<file path="config.mk">
export PLATFORM = sky130hd
export DESIGN_NAME = uart_cpu_oci_trace_capture
export DESIGN_NICKNAME = d
export VERILOG_FILES = /design/src/rtl/uart_cpu_oci_trace_capture.sv
export SDC_FILE = /design/constraint.sdc
export NUM_CORES = 1
export LEC_CHECK = 0
export CAP_MARGIN = 25
export CELL_PAD_IN_SITES_DETAIL_PLACEMENT = 1
export CELL_PAD_IN_SITES_GLOBAL_PLACEMENT = 1
export CORE_MARGIN = 8
export CORE_UTILIZATION = 40
export CTS_BUF_LIST = sky130_fd_sc_hd__clkbuf_4 sky130_fd_sc_hd__clkbuf_8
export CTS_CLUSTER_SIZE = 12
export DETAILED_ROUTE_END_ITERATION = 10
export GPL_ROUTABILITY_DRIVEN = 0
export HOLD_SLACK_MARGIN = 0.06
export PLACE_DENSITY_LB_ADDON = 0.1
export SLEW_MARGIN = 20
export SYNTH_ARGS = -nofsm -noshare
export SYNTH_HDL_FRONTEND = slang
export SYNTH_SLANG_ARGS = --single-unit
</file>
<file path="constraint.sdc">
create_clock -name clk -period 11.2 [get_ports clk]
set_input_delay 2.8 -clock clk [delete_from_list [all_inputs] [get_ports clk]]
set_output_delay 2.8 -clock clk [all_outputs]
set_load 0.02 [all_outputs]
</file>
<file path="src/rtl/uart_cpu_oci_trace_capture.sv">
// Purpose: capture OCI trace words into a small buffer, freeze on request, then drain to a consumer.
// Latency: a write shows in level one cycle later; rd_data presents the head entry with zero latency.
// Backpressure: rd_ready stalls the drain; a full buffer drops the newest word (or, with
//   OCI_TRACE_WRAP_EN defined, overwrites the oldest). Either way ovf_count counts the loss.
module uart_cpu_oci_trace_capture #(
  parameter int DATA_W = 30,
  parameter int CNT_W  = 4,
  parameter int DEPTH  = 16
) (
  input  logic                    clk,
  input  logic                    reset_n,
  input  logic [DATA_W-1:0]       dct_buffer,
  input  logic [CNT_W-1:0]        dct_count,
  input  logic                    dct_valid,
  input  logic                    test_ending,
  input  logic                    test_has_ended,
  input  logic                    rd_ready,
  output logic                    rd_valid,
  output logic [CNT_W+DATA_W-1:0] rd_data,
  output logic [$clog2(DEPTH):0]  level,
  output logic [7:0]              ovf_count,
  output logic [2:0]              state,
  output logic                    done
);

  localparam int AW = $clog2(DEPTH);
  localparam int EW = CNT_W + DATA_W;
  localparam logic [AW:0] LVL_FULL = (AW+1)'(DEPTH);

  typedef enum logic [2:0] {
    IDLE    = 3'd0,
    CAPTURE = 3'd1,
    FREEZE  = 3'd2,
    DRAIN   = 3'd3,
    DONE    = 3'd4
  } state_t;

  state_t        state_q;
  state_t        state_d;
  logic [EW-1:0] mem [DEPTH];
  logic [AW-1:0] wr_ptr;
  logic [AW-1:0] rd_ptr;
  logic [AW:0]   level_q;
  logic [7:0]    ovf_q;

  logic write_window;
  logic wr_qual;
  logic full;
  logic empty;
  logic do_store;
  logic wr_overwrite;
  logic ovf_evt;
  logic do_pop;

  // Qualify writes and decide between storing, dropping, or overwriting when full.
  always_comb begin
    full         = (level_q == LVL_FULL);
    empty        = (level_q == '0);
    write_window = (state_q == IDLE) || (state_q == CAPTURE);
    wr_qual      = write_window && dct_valid && (dct_count != '0);
    ovf_evt      = wr_qual && full;
`ifdef OCI_TRACE_WRAP_EN
    // Full buffer keeps the freshest history: the oldest entry is sacrificed.
    do_store     = wr_qual;
    wr_overwrite = wr_qual && full;
`else
    // Full buffer keeps the earliest history: the new word is dropped.
    do_store     = wr_qual && !full;
    wr_overwrite = 1'b0;
`endif
    do_pop       = rd_valid && rd_ready;
  end

  // Storage array; contents are don't-care until written, so no reset.
  always_ff @(posedge clk) begin
    if (do_store) begin
      mem[wr_ptr] <= {dct_count, dct_buffer};
    end
  end

  // Pointers and occupancy. Stores happen only before DRAIN and pops only in DRAIN,
  // so the two never coincide.
  always_ff @(posedge clk or negedge reset_n) begin
    if (!reset_n) begin
      wr_ptr  <= '0;
      rd_ptr  <= '0;
      level_q <= '0;
    end else begin
      if (do_store) begin
        wr_ptr <= wr_ptr + 1'b1;
      end
      if (do_pop || wr_overwrite) begin
        rd_ptr <= rd_ptr + 1'b1;
      end
      if (do_store && !wr_overwrite) begin
        level_q <= level_q + 1'b1;
      end else if (do_pop) begin
        level_q <= level_q - 1'b1;
      end
    end
  end

  // Lost-word counter, saturating so a long overflow never reads as a small number.
  always_ff @(posedge clk or negedge reset_n) begin
    if (!reset_n) begin
      ovf_q <= '0;
    end else if (ovf_evt && (ovf_q != 8'hFF)) begin
      ovf_q <= ovf_q + 8'd1;
    end
  end

  // State register.
  always_ff @(posedge clk or negedge reset_n) begin
    if (!reset_n) begin
      state_q <= IDLE;
    end else begin
      state_q <= state_d;
    end
  end

  // Next-state logic; test_has_ended outranks test_ending so a late stop goes straight to DRAIN.
  always_comb begin
    state_d = state_q;
    case (state_q)
      IDLE: begin
        if (test_has_ended) begin
          state_d = DRAIN;
        end else if (test_ending) begin
          state_d = FREEZE;
        end else if (wr_qual) begin
          state_d = CAPTURE;
        end
      end
      CAPTURE: begin
        if (test_has_ended) begin
          state_d = DRAIN;
        end else if (test_ending) begin
          state_d = FREEZE;
        end
      end
      FREEZE: begin
        if (test_has_ended) begin
          state_d = DRAIN;
        end
      end
      DRAIN: begin
        if (empty) begin
          state_d = DONE;
        end
      end
      DONE:    state_d = DONE;
      default: state_d = IDLE;
    endcase
  end

  // Head entry is always visible (zero when empty); it is only offered during DRAIN.
  always_comb begin
    rd_valid  = (state_q == DRAIN) && !empty;
    rd_data   = empty ? '0 : mem[rd_ptr];
    level     = level_q;
    ovf_count = ovf_q;
    state     = state_q;
    done      = (state_q == DONE);
  end

endmodule

</file>
After elaboration in Yosys (flattened, before gate mapping). Memory sizes are Yosys's and may differ from the RTL's. Index checks and enable logic that the tools add are counted.

$add $sub $neg: 5. Eq/ne operators: 10. Mux-type cells: 13. Reduce and logical (&&, ||, !) cells: 15.

Operator list (number): $mux W34 (1); $mux W3 (7); $pmux W3 S5 (1); $mux W5 (2); $add A4 B1 Y4 const B (2); $add A8 B1 Y8 const B (1); $ne A8 B8 Y1 const B (1); $logic_and A1 B1 Y1 (7); $eq A3 B2 Y1 const B (2); $add A5 B1 Y5 const B (1); $eq A5 B5 Y1 const B (1); $logic_not A5 Y1 (1); $sub A5 B1 Y5 const B (1); $ne A2 B2 Y1 const B (2); $ne A4 B4 Y1 const B (1); $reduce_and A4 Y1 (1); $reduce_bool A4 Y1 (1); $eq A3 B1 Y1 const B (1); $eq A3 B3 Y1 const B (1); $logic_not A3 Y1 (1); $ne A3 B3 Y1 const B (1); $logic_not A1 Y1 (2); $mux W1 (2); $reduce_bool A2 Y1 (1); $logic_or A1 B1 Y1 (1).

Flip-flop bits (word level): 24. Memory bits (writable): 544. Logic and storage cells: 49. Memories kept: 1.

Memory list: mem (depth 16, width 34, rd ports 1, clocked after memory_dff 0, write ports 1, RTL line 40) `logic [EW-1:0] mem [DEPTH];`.

Logic depth before layout (Yosys ltp). Gate-level depths: netlist (run 1).

Word-level depth: 8. Gate-level depth with buffers: 9. Depth with buffers taken out: 8.

Worst setup path before layout (run 1). No wires, ideal clock.

Path kind: in2reg. Start point: input dct_count[1]. End point: memory mem[0][0] (netlist name) (enable). Setup time: 468 ps. Arrival time: 5814 ps. Data required time: 10732 ps. Path slack: 4919 ps. Stages on the path: 5. Path buffers: 1. Path through: o41a_1 -> o211a_4 -> buf_6 -> nand2_1 -> nor3_1.

Word-level cells in the longest chain between the ends: 5.

RTL lines: start: declaration (RTL line 13) `input logic [CNT_W-1:0] dct_count,`; $reduce_bool A4 Y1 (RTL line 60) `wr_qual = write_window && dct_valid && (dct_count != '0);`; $logic_and A1 B1 Y1 (RTL line 60); $logic_and A1 B1 Y1 (RTL line 68) `do_store = wr_qual && !full;`; $mux W1 (RTL line 76) `if (do_store) begin`; $mux W1 (implied by the code) (RTL line 77) `mem[wr_ptr] <= {dct_count, dct_buffer};`; end: declaration (RTL line 40).

No other way between the ends.

Final worst setup path (run 1).
Start point: register rd_ptr[0]. End point: output rd_data[29].

Word-level cells in the longest chain between the ends: 2.

RTL lines: start: declaration (RTL line 42) `logic [AW-1:0] rd_ptr;`; start signal: assignment (RTL line 93) `rd_ptr <= rd_ptr + 1'b1;`; $mem_v2 Z16 W34; $mux W34 (RTL line 159) `rd_data = empty ? '0 : mem[rd_ptr];`; end: declaration (RTL line 19) `output logic [CNT_W+DATA_W-1:0] rd_data,`.

No other way between the ends.

==> results.sh, run 1 <==
export IMPL_status="complete, no violations"
export IMPL_clock_path_buffers=3
export IMPL_ys_types=43
export IMPL_ys_flop_type="edfxtp_1"
export IMPL_crit_end="rd_data[29]"
export IMPL_worst_slew_pin_slew_ns=0.974
export IMPL_cts_sinks=568
export IMPL_antenna_found_initial=2
export IMPL_port_buffers=91
export IMPL_setup_violations=0
export IMPL_htreeDepth=3
export IMPL_cp_data_arrival_time_ns=3.89
export IMPL_grt_setup_unrepaired="false"
export IMPL_slew_headroom_pct=35.1
export IMPL_internal_power_mw=4.27
export IMPL_r2r_slack_ns=8.11
export IMPL_post_cts_setup_buffers=0
export IMPL_yosys_register_bits=568
export IMPL_grt_pass1_wl_mm=76.7
export IMPL_cp_data_required_time_ns=8.40
export IMPL_holdWs_ns=0.492
export IMPL_netSwitchingPower_mw=1.89
export IMPL_nets=1178
export IMPL_tritoncts_num_buffers=95
export IMPL_max_freq_ghz=0.149
export IMPL_drt_iter0_markers=704
export IMPL_cap_violations=0
export IMPL_num_io_pins=92
export IMPL_total_power_mw=6.16
export IMPL_swShare_pct=30.7
export IMPL_ir_drop_mv=0.152
export IMPL_route_detailed_wl_per_inst_um=27.4
export IMPL_cts_tree="yes"
export IMPL_clk_pin_slew_ns=0.05
export IMPL_crit_fanout=71
export IMPL_finalCriticalPeriod_ns=6.69
export IMPL_seqPwrFrac_pct=41.1
export IMPL_multi_input_comb_area_um2=4880
export IMPL_routed_wl_mm=52.3
export IMPL_final_common_cell="edfxtp_1"
export IMPL_fin_crit_sh_pct=59.7
export IMPL_reg2reg_to="mem[1][21]$_DFFE_PP_"
export IMPL_grt_max_degree=72
export IMPL_layout_drive_gt1_share_pct=28.7
export IMPL_cts_hold_buffers=0
export IMPL_synthCells=963
export IMPL_placeableCoreArea_um2=54800
export IMPL_crit_reg2reg_launch="state[1]$_DFFE_PN0P_"
export IMPL_nFillCells=4939
export IMPL_async_reset_ff_share_pct=4.23
export IMPL_yosysWarnings=0
export IMPL_seqCellArea_um2=16900
export IMPL_num_vias=10400
export IMPL_drt_first_pass_iters=4
export IMPL_fp_dieH_um=250
export IMPL_initial_core_util_pct=40.1
export IMPL_ys_seq_area_share_pct=77.0
export IMPL_ant_nets=0
export IMPL_layout_common_cells="edfxtp_1, mux4_2, clkbuf_8, clkdlybuf4s50_1, mux2i_1"
export IMPL_powerDensity_nw_per_um2=240
export IMPL_hold_start="ovf_count[6]$_DFFE_PN0P_"
export IMPL_setup_tns_final_ns=0
export IMPL_worstSetupStartpointType="flip-flop"
export IMPL_vias_per_cell=5.42
export IMPL_fin_skew_ns=0.0393
export IMPL_fp_dieW_um=250
export IMPL_slew_violations=0
export IMPL_cts_resized=0
export IMPL_rows=86
export IMPL_end_kind="primary output"
export IMPL_power_leakage_nw=8.28
export IMPL_drc=0
export IMPL_grt_pass1_vias=11400
export IMPL_clk_latency_ns=0.67
export IMPL_combPwrFrac_pct=30.0
export IMPL_hold_viol_final=0
export IMPL_grt_total_usage_pct=16.7
export IMPL_cts_root_buffer="clkbuf_8"
export IMPL_syn_avg_cell_area_um2=22.8
export IMPL_reg2reg_depth=5
export IMPL_overflow=0
export IMPL_synth_edf_count=544
export IMPL_hpwl_mm=26.5
export IMPL_synthToLayoutAreaGrowth_pct=17.0
export IMPL_hold_class="flip-flop to flip-flop"
export IMPL_finalNonFillerCells=1910
export IMPL_critical_path_class="flip-flop to primary output"
export IMPL_power_frac_clock_pct=29.0
export IMPL_startpoint="rd_ptr[0]$_DFFE_PN0P_"
export IMPL_synth_nets=1013
export IMPL_netlist_area_um2=22000
export IMPL_dp_cells=1734
export IMPL_die_area_um2=62700
## critical path, stage by stage (launching register included)
cell and delay [ns]:
dfrtp_4 0.98, buf_12 0.60, mux4_2 0.58, mux2i_1 0.21
o22ai_1 0.21, clkdlybuf4s50_1 0.62
## synthesized netlist by cell type (2+ instances only)
master	instances	share of area, %
a21o_1	2	0.068
a21oi_1	2	0.046
buf_1	8	0.14
buf_2	14	0.32
buf_4	12	0.41
clkbuf_1	13	0.22
dfrtp_1	24	2.7
edfxtp_1	544	74
ha_1	9	0.51
inv_1	7	0.12
mux2_2	5	0.26
mux2i_1	68	3.1
mux4_2	136	14
nand2_1	10	0.17
nand2b_1	3	0.085
nand3_1	4	0.091
nand4_1	3	0.085
nor2_1	17	0.29
nor3_1	6	0.14
nor3b_1	2	0.068
nor4_2	2	0.11
o21ai_0	2	0.046
o22ai_1	35	1.0
xnor2_1	8	0.32
xor2_1	9	0.36
## per-layer routing
layer | share of wire (%) | GRT usage (%) | wire (um)
met1 | 43 | 21.6 | 22600
met2 | 50 | 28.3 | 26300
met3 | 4.6 | 3.26 | 2380
met4 | 2.0 | 5.25 | 1040
met5 | 0 | 0 | 0
## power by group through the flow
stage / registers [mW] / logic, mW / clock network, mW
2_1_floorplan: 2.48 / 1.32 / 0
3_3_place_gp: 2.58 / 1.89 / 0
3_5_place_dp: 2.58 / 1.89 / 0
4_1_cts: 2.54 / 1.90 / 1.84
5_1_grt: 2.55 / 1.98 / 1.93
6_report: 2.53 / 1.85 / 1.79
## cell type report
class | count | share of cell area (%)
clock buffers | 132 | 6.26
well taps | 704 | 3.43
multi-input cells | 339 | 19.0
inverters | 7 | 0.102
clock inverters | 41 | 0.895
repair buffers | 117 | 4.43
flip-flops and latches | 568 | 65.9
diodes | 2 | 0.0195
## state kept, by name, indices dropped and copies added (netlist names)
name / flops
mem: 544
ovf_count: 8
level: 5
rd_ptr: 4
wr_ptr: 4
state: 3
## worst min path at each step
stage | to | slack, ns | cells past startpoint
5_1_grt | ovf_count[7]$_DFFE_PN0P_ | 0.51 | 1
6_report | ovf_count[6]$_DFFE_PN0P_ | 0.49 | 1
3_5_place_dp | ovf_count[6]$_DFFE_PN0P_ | 0.49 | 1
2_1_floorplan | rd_ptr[2]$_DFFE_PN0P_ | 0.48 | 1
4_1_cts | ovf_count[7]$_DFFE_PN0P_ | 0.50 | 1
3_3_place_gp | ovf_count[6]$_DFFE_PN0P_ | 0.48 | 1
## through the flow
stage	cell area, um^2	setup WS (ns)	utilization (%)
4_1_cts	25700	4.28	46.9
3_5_place_dp	23800	4.73	43.5
2_1_floorplan	22000	4.92	-
5_1_grt	25700	4.18	46.9
6_report	25700	4.51	47.0
3_3_place_gp	23800	4.84	43.5
## logic make-up (layout without fill, tap and decap cells)
logic type               count (synthesis)  after routing  synth area share, %
multiplexers                           210            210                 17.4
flip-flops                             568            568                 77.0
AO/OA/AOI/OAI                           47             47                 1.49
XOR/XNOR                                17             17                0.677
other                                    0              2                    0
buffers and inverters                   56            297                 1.29
AND/OR/NAND/NOR                         55             55                 1.50
adder cells (fa/ha/maj)                 10             10                0.603
Note: power is estimated with default switching activity, not from simulation.
==> run 2, diff against run 1 <==
==> constraint.sdc (replaced) <==
create_clock -name clk -period 5.9 [get_ports clk]
set_input_delay 1.475 -clock clk [delete_from_list [all_inputs] [get_ports clk]]
set_output_delay 1.475 -clock clk [all_outputs]
set_load 0.02 [all_outputs]
==> run 2 against run 1 <==
  * Sequential cell count unchanged
  * Via count fell by 1.6%
  * Clock-buffer cell count rose by 3
  * Wire length is 5.0% lower
  * Critical endpoint is now rd_data[0]
  * Largest power group unchanged
  * First-iteration DRC count decreased by 27%
  * Sequential share of layout area fell by 0.52 points
==> results.sh, run 2 (same netlist as run 1, synthesis figures left out) <==
export IMPL_hold_viol_final=0
export IMPL_cp_data_arrival_time_ns=3.64
export IMPL_ir_drop_mv=0.240
export IMPL_worst_slew_pin_slew_ns=1.03
export IMPL_fin_crit_sh_pct=86.7
export IMPL_antenna_found_initial=0
export IMPL_rows=86
export IMPL_layout_common_cells="edfxtp_1, mux4_2, clkbuf_8, clkdlybuf4s50_1, mux2i_1"
export IMPL_cts_resized=0
export IMPL_routed_wl_mm=49.7
export IMPL_crit_fanout=20
export IMPL_drc=0
export IMPL_vias_per_cell=5.31
export IMPL_seqCellArea_um2=16900
export IMPL_slew_headroom_pct=31.5
export IMPL_setup_violations=0
export IMPL_post_cts_setup_buffers=0
export IMPL_clk_pin_slew_ns=0.06
export IMPL_grt_use_met1_pct=21.2
export IMPL_clk_latency_ns=0.67
export IMPL_route_detailed_wl_per_inst_um=25.9
export IMPL_grt_setup_unrepaired="false"
export IMPL_cp_data_required_time_ns=4.43
export IMPL_multi_input_comb_area_um2=4880
export IMPL_finalInstanceArea_um2=25900
export IMPL_power_leakage_nw=8.35
export IMPL_slew_violations=0
export IMPL_largest_reg_flops=544
export IMPL_diodes=0
export IMPL_max_freq_ghz=0.196
export IMPL_status="complete, no violations"
export IMPL_htreeDepth=3
export IMPL_cts_sinks=568
export IMPL_finalCriticalPeriod_ns=5.11
export IMPL_grt_pass1_wl_mm=74.8
export IMPL_critical_path_class="flip-flop to primary output"
export IMPL_die_area_um2=62700
export IMPL_nets=1186
export IMPL_drt_iter0_markers=516
export IMPL_final_common_cell="edfxtp_1"
export IMPL_ant_nets=0
export IMPL_use_met2_pct=26.5
export IMPL_clock_path_buffers=3
export IMPL_synthToLayoutAreaGrowth_pct=17.9
export IMPL_cts_hold_buffers=0
export IMPL_end_kind="primary output"
export IMPL_tritoncts_num_buffers=94
export IMPL_fp_dieH_um=250
export IMPL_busiest_layer="met2"
export IMPL_hold_class="flip-flop to flip-flop"
export IMPL_cts_tree="yes"
export IMPL_placeableCoreArea_um2=54800
export IMPL_grt_max_degree=57
export IMPL_layout_drive_gt1_share_pct=29.6
export IMPL_initial_core_util_pct=40.1
export IMPL_regMostFlops="mem"
export IMPL_grt_total_usage_pct=16.0
export IMPL_worstSetupStartpointType="flip-flop"
export IMPL_dpl_cell_area_um2=24000
export IMPL_fin_skew_ns=0.0196
export IMPL_drt_first_pass_iters=4
export IMPL_grt_pass1_vias=11400
export IMPL_hpwl_mm=27.8
export IMPL_fp_dieW_um=250
export IMPL_nFillCells=4936
export IMPL_grtUsageMet3_pct=2.91
export IMPL_num_io_pins=92
export IMPL_powerDensity_nw_per_um2=456
export IMPL_cts_root_buffer="clkbuf_8"
export IMPL_num_vias=10200
export IMPL_port_buffers=91
export IMPL_overflow=0
export IMPL_cap_violations=0
export IMPL_setup_tns_final_ns=0
[run 2: where the power goes]
| group | internal [mW] | leakage [nW] | switching [mW] | total [mW] |
|---|---|---|---|---|
| Clock | 1.89 | 0.987 | 1.54 | 3.43 |
| Sequential | 4.53 | 5.18 | 0.336 | 4.86 |
| Combinational | 1.78 | 2.18 | 1.75 | 3.53 |
| Total | 8.20 | 8.35 | 3.62 | 11.8 |
[run 2: area by class of cell]
type	instances	share of cell area [%]
Inverter	7	0.101
Clock buffer	135	6.20
Clock inverter	39	1.04
Multi-Input combinational cell	339	18.8
Tap cell	704	3.40
Timing Repair Buffer	126	5.06
Sequential cell	568	65.4
[run 2: critical path, stage by stage, from the launching register on]
cell	delay, ns
dfrtp_1	0.50
nor4_4	0.51
nand2_1	0.22
nand2b_2	0.57
buf_4	0.40
o22ai_1	0.16
clkdlybuf4s50_1	0.59
[run 2: final timing paths]
kind	from	to	slack, ns	cells after the start
min	ovf_count[7]$_DFFE_PN0P_	ovf_count[7]$_DFFE_PN0P_	0.50	1
max reg2reg	level[0]$_DFFE_PN0P_	level[4]$_DFFE_PN0P_	3.11	8
max in group asynchronous	reset_n	rd_ptr[0]$_DFFE_PN0P_	4.41	2
min reg2reg	ovf_count[7]$_DFFE_PN0P_	ovf_count[7]$_DFFE_PN0P_	0.50	1
min in group asynchronous	reset_n	ovf_count[7]$_DFFE_PN0P_	1.19	2
max	level[0]$_DFFE_PN0P_	rd_data[0]	0.79	6
[run 2: through the flow]
stage	util, %	hold WS, ns	setup slack [ns]	total power, mW	instances
after floorplan	-	0.478	0.944	7.21	963
after global placement	43.9	0.481	1.25	8.57	1744
after detailed placement	43.9	0.491	1.20	8.58	1744
after CTS	47.3	0.504	0.638	12.1	1918
after global routing	47.3	0.525	0.590	12.4	1918
final	47.3	0.502	0.787	11.8	1918
[run 2: layer usage]
layer / vias to the layer above / part of all wire (%)
met5: - / 0
met2: 195 / 49
met1: 5463 / 45
met4: 0 / 1.8
li1: 4449 / -
met3: 77 / 3.7
==> run 3, diff against run 2 <==
--- a/config.mk
+++ b/config.mk
@@ -15,7 +15,7 @@
 export DETAILED_ROUTE_END_ITERATION = 10
 export GPL_ROUTABILITY_DRIVEN = 0
 export HOLD_SLACK_MARGIN = 0.06
-export PLACE_DENSITY_LB_ADDON = 0.1
+export PLACE_DENSITY = 0.66
 export SLEW_MARGIN = 20
 export SYNTH_ARGS = -nofsm -noshare
 export SYNTH_HDL_FRONTEND = slang
==> run 3 against run 2 <==
  * Clock-buffer cell count is 3 lower
  * Global-route usage is 0.42 points lower
  * Largest cell class unchanged
  * Via count fell by 0.52%
  * Wire length decreased by 2.8%
  * First-iteration DRC count is 5.4% lower
==> results.sh, run 3 (same netlist as run 1, synthesis figures left out) <==
export IMPL_port_buffers=91
export IMPL_num_vias=10100
export IMPL_end_kind="primary output"
export IMPL_power_leakage_nw=8.32
export IMPL_cts_root_buffer="clkbuf_8"
export IMPL_cp_data_required_time_ns=4.43
export IMPL_status="complete, no violations"
export IMPL_busiest_layer="met2"
export IMPL_placeableCoreArea_um2=54800
export IMPL_hold_viol_final=0
export IMPL_grt_max_degree=57
export IMPL_reg2reg_depth=8
export IMPL_ir_drop_mv=0.243
export IMPL_num_io_pins=92
export IMPL_vias_per_cell=5.30
export IMPL_dp_cells=1747
export IMPL_cp_data_arrival_time_ns=3.60
export IMPL_clk_latency_ns=0.66
export IMPL_slew_headroom_pct=41.1
export IMPL_reg2reg_to="level[4]$_DFFE_PN0P_"
export IMPL_grt_pass1_vias=11500
export IMPL_cts_resized=0
export IMPL_startpoint="rd_ptr[1]$_DFFE_PN0P_"
export IMPL_drc=0
export IMPL_nets=1186
export IMPL_grt_use_met1_pct=20.6
export IMPL_synthToLayoutAreaGrowth_pct=17.5
export IMPL_setup_tns_final_ns=0
export IMPL_fin_crit_sh_pct=86.0
export IMPL_tritoncts_num_buffers=91
export IMPL_finalNonFillerCells=1913
export IMPL_drt_first_pass_iters=5
export IMPL_hold_class="flip-flop to flip-flop"
export IMPL_utilization_pct=47.1
export IMPL_worst_slew_pin_slew_ns=0.883
export IMPL_min_path_cells=1
export IMPL_routed_wl_mm=48.3
export IMPL_crit_fanout=56
export IMPL_crit_reg2reg_launch="level[0]$_DFFE_PN0P_"
export IMPL_critical_path_class="flip-flop to primary output"
export IMPL_worstSetupStartpointType="flip-flop"
export IMPL_cts_tree="yes"
export IMPL_crit_end="rd_data[1]"
export IMPL_setup_violations=0
export IMPL_fp_dieW_um=250
export IMPL_clock_path_buffers=3
export IMPL_layout_common_cells="edfxtp_1, mux4_2, clkbuf_8, clkdlybuf4s50_1, mux2i_1"
export IMPL_hpwl_mm=27.8
export IMPL_post_cts_setup_buffers=0
export IMPL_grtUsageMet3_pct=3.03
export IMPL_nFillCells=4971
export IMPL_ant_nets=0
export IMPL_fin_skew_ns=0.0256
export IMPL_antenna_found_initial=1
export IMPL_max_freq_ghz=0.197
export IMPL_drt_iter0_markers=488
export IMPL_final_common_cell="edfxtp_1"
export IMPL_total_power_mw=11.7
export IMPL_powerDensity_nw_per_um2=452
export IMPL_grt_total_usage_pct=15.5
export IMPL_slew_violations=0
export IMPL_die_area_um2=62700
export IMPL_rows=86
export IMPL_fp_dieH_um=250
export IMPL_grt_setup_unrepaired="false"
export IMPL_cts_hold_buffers=0
export IMPL_layout_drive_gt1_share_pct=29.2
export IMPL_initial_core_util_pct=40.1
export IMPL_diodes=0
export IMPL_clk_pin_slew_ns=0.06
export IMPL_use_met2_pct=26.0
export IMPL_route_detailed_wl_per_inst_um=25.3
export IMPL_overflow=0
export IMPL_grt_pass1_wl_mm=73.3
export IMPL_largest_reg_flops=544
export IMPL_regMostFlops="mem"
export IMPL_cap_violations=0
export IMPL_r2r_slack_ns=3.15
export IMPL_cts_sinks=568
export IMPL_finalCriticalPeriod_ns=5.07
export IMPL_htreeDepth=3
run 3: area by class of cell:
class                           instances  area, um^2  area share (%)
Inverter                                7        26.3           0.102
Multi-Input combinational cell        339        4880            18.9
Tap cell                              704         881            3.41
Timing Repair Buffer                  129        1330            5.15
Clock inverter                         34         179           0.693
Sequential cell                       568       16900            65.6
Clock buffer                          132        1580            6.12
run 3: layer usage:
metal,up-vias,part of all wire (%)
li1,4434,-
met4,2,1.6
met1,5397,44
met5,-,0.027
met3,60,4.3
met2,238,50
run 3: worst min-delay path by stage:
stage / startpoint / to
floorplan: rd_ptr[2]$_DFFE_PN0P_ / rd_ptr[2]$_DFFE_PN0P_
global placement: ovf_count[6]$_DFFE_PN0P_ / ovf_count[6]$_DFFE_PN0P_
detailed placement: ovf_count[6]$_DFFE_PN0P_ / ovf_count[6]$_DFFE_PN0P_
CTS: ovf_count[6]$_DFFE_PN0P_ / ovf_count[6]$_DFFE_PN0P_
global route: ovf_count[6]$_DFFE_PN0P_ / ovf_count[6]$_DFFE_PN0P_
finish: ovf_count[6]$_DFFE_PN0P_ / ovf_count[6]$_DFFE_PN0P_
run 3: per-stage QoR:
step	setup WS (ns)	hold slack (ns)	area, um^2
final	0.828	0.495	25800
after global routing	0.654	0.522	25800
after CTS	0.745	0.501	25800
after detailed placement	1.33	0.490	24100
after global placement	1.41	0.489	24000
after floorplan	0.944	0.478	22000
run 3: power breakdown:
| part | internal (mW) | total [mW] | leakage (nW) | switching, mW |
|---|---|---|---|---|
| Combinational | 1.81 | 3.60 | 2.20 | 1.79 |
| Clock | 1.76 | 3.25 | 0.936 | 1.48 |
| Sequential | 4.53 | 4.82 | 5.18 | 0.293 |
run 3: critical path, cell delays in order (launching register included):
cell and delay (ns):
dfrtp_4 1.00, buf_4 0.47, mux4_2 0.26, mux2i_1 0.06, o22ai_1 0.41, clkdlybuf4s50_1 0.71
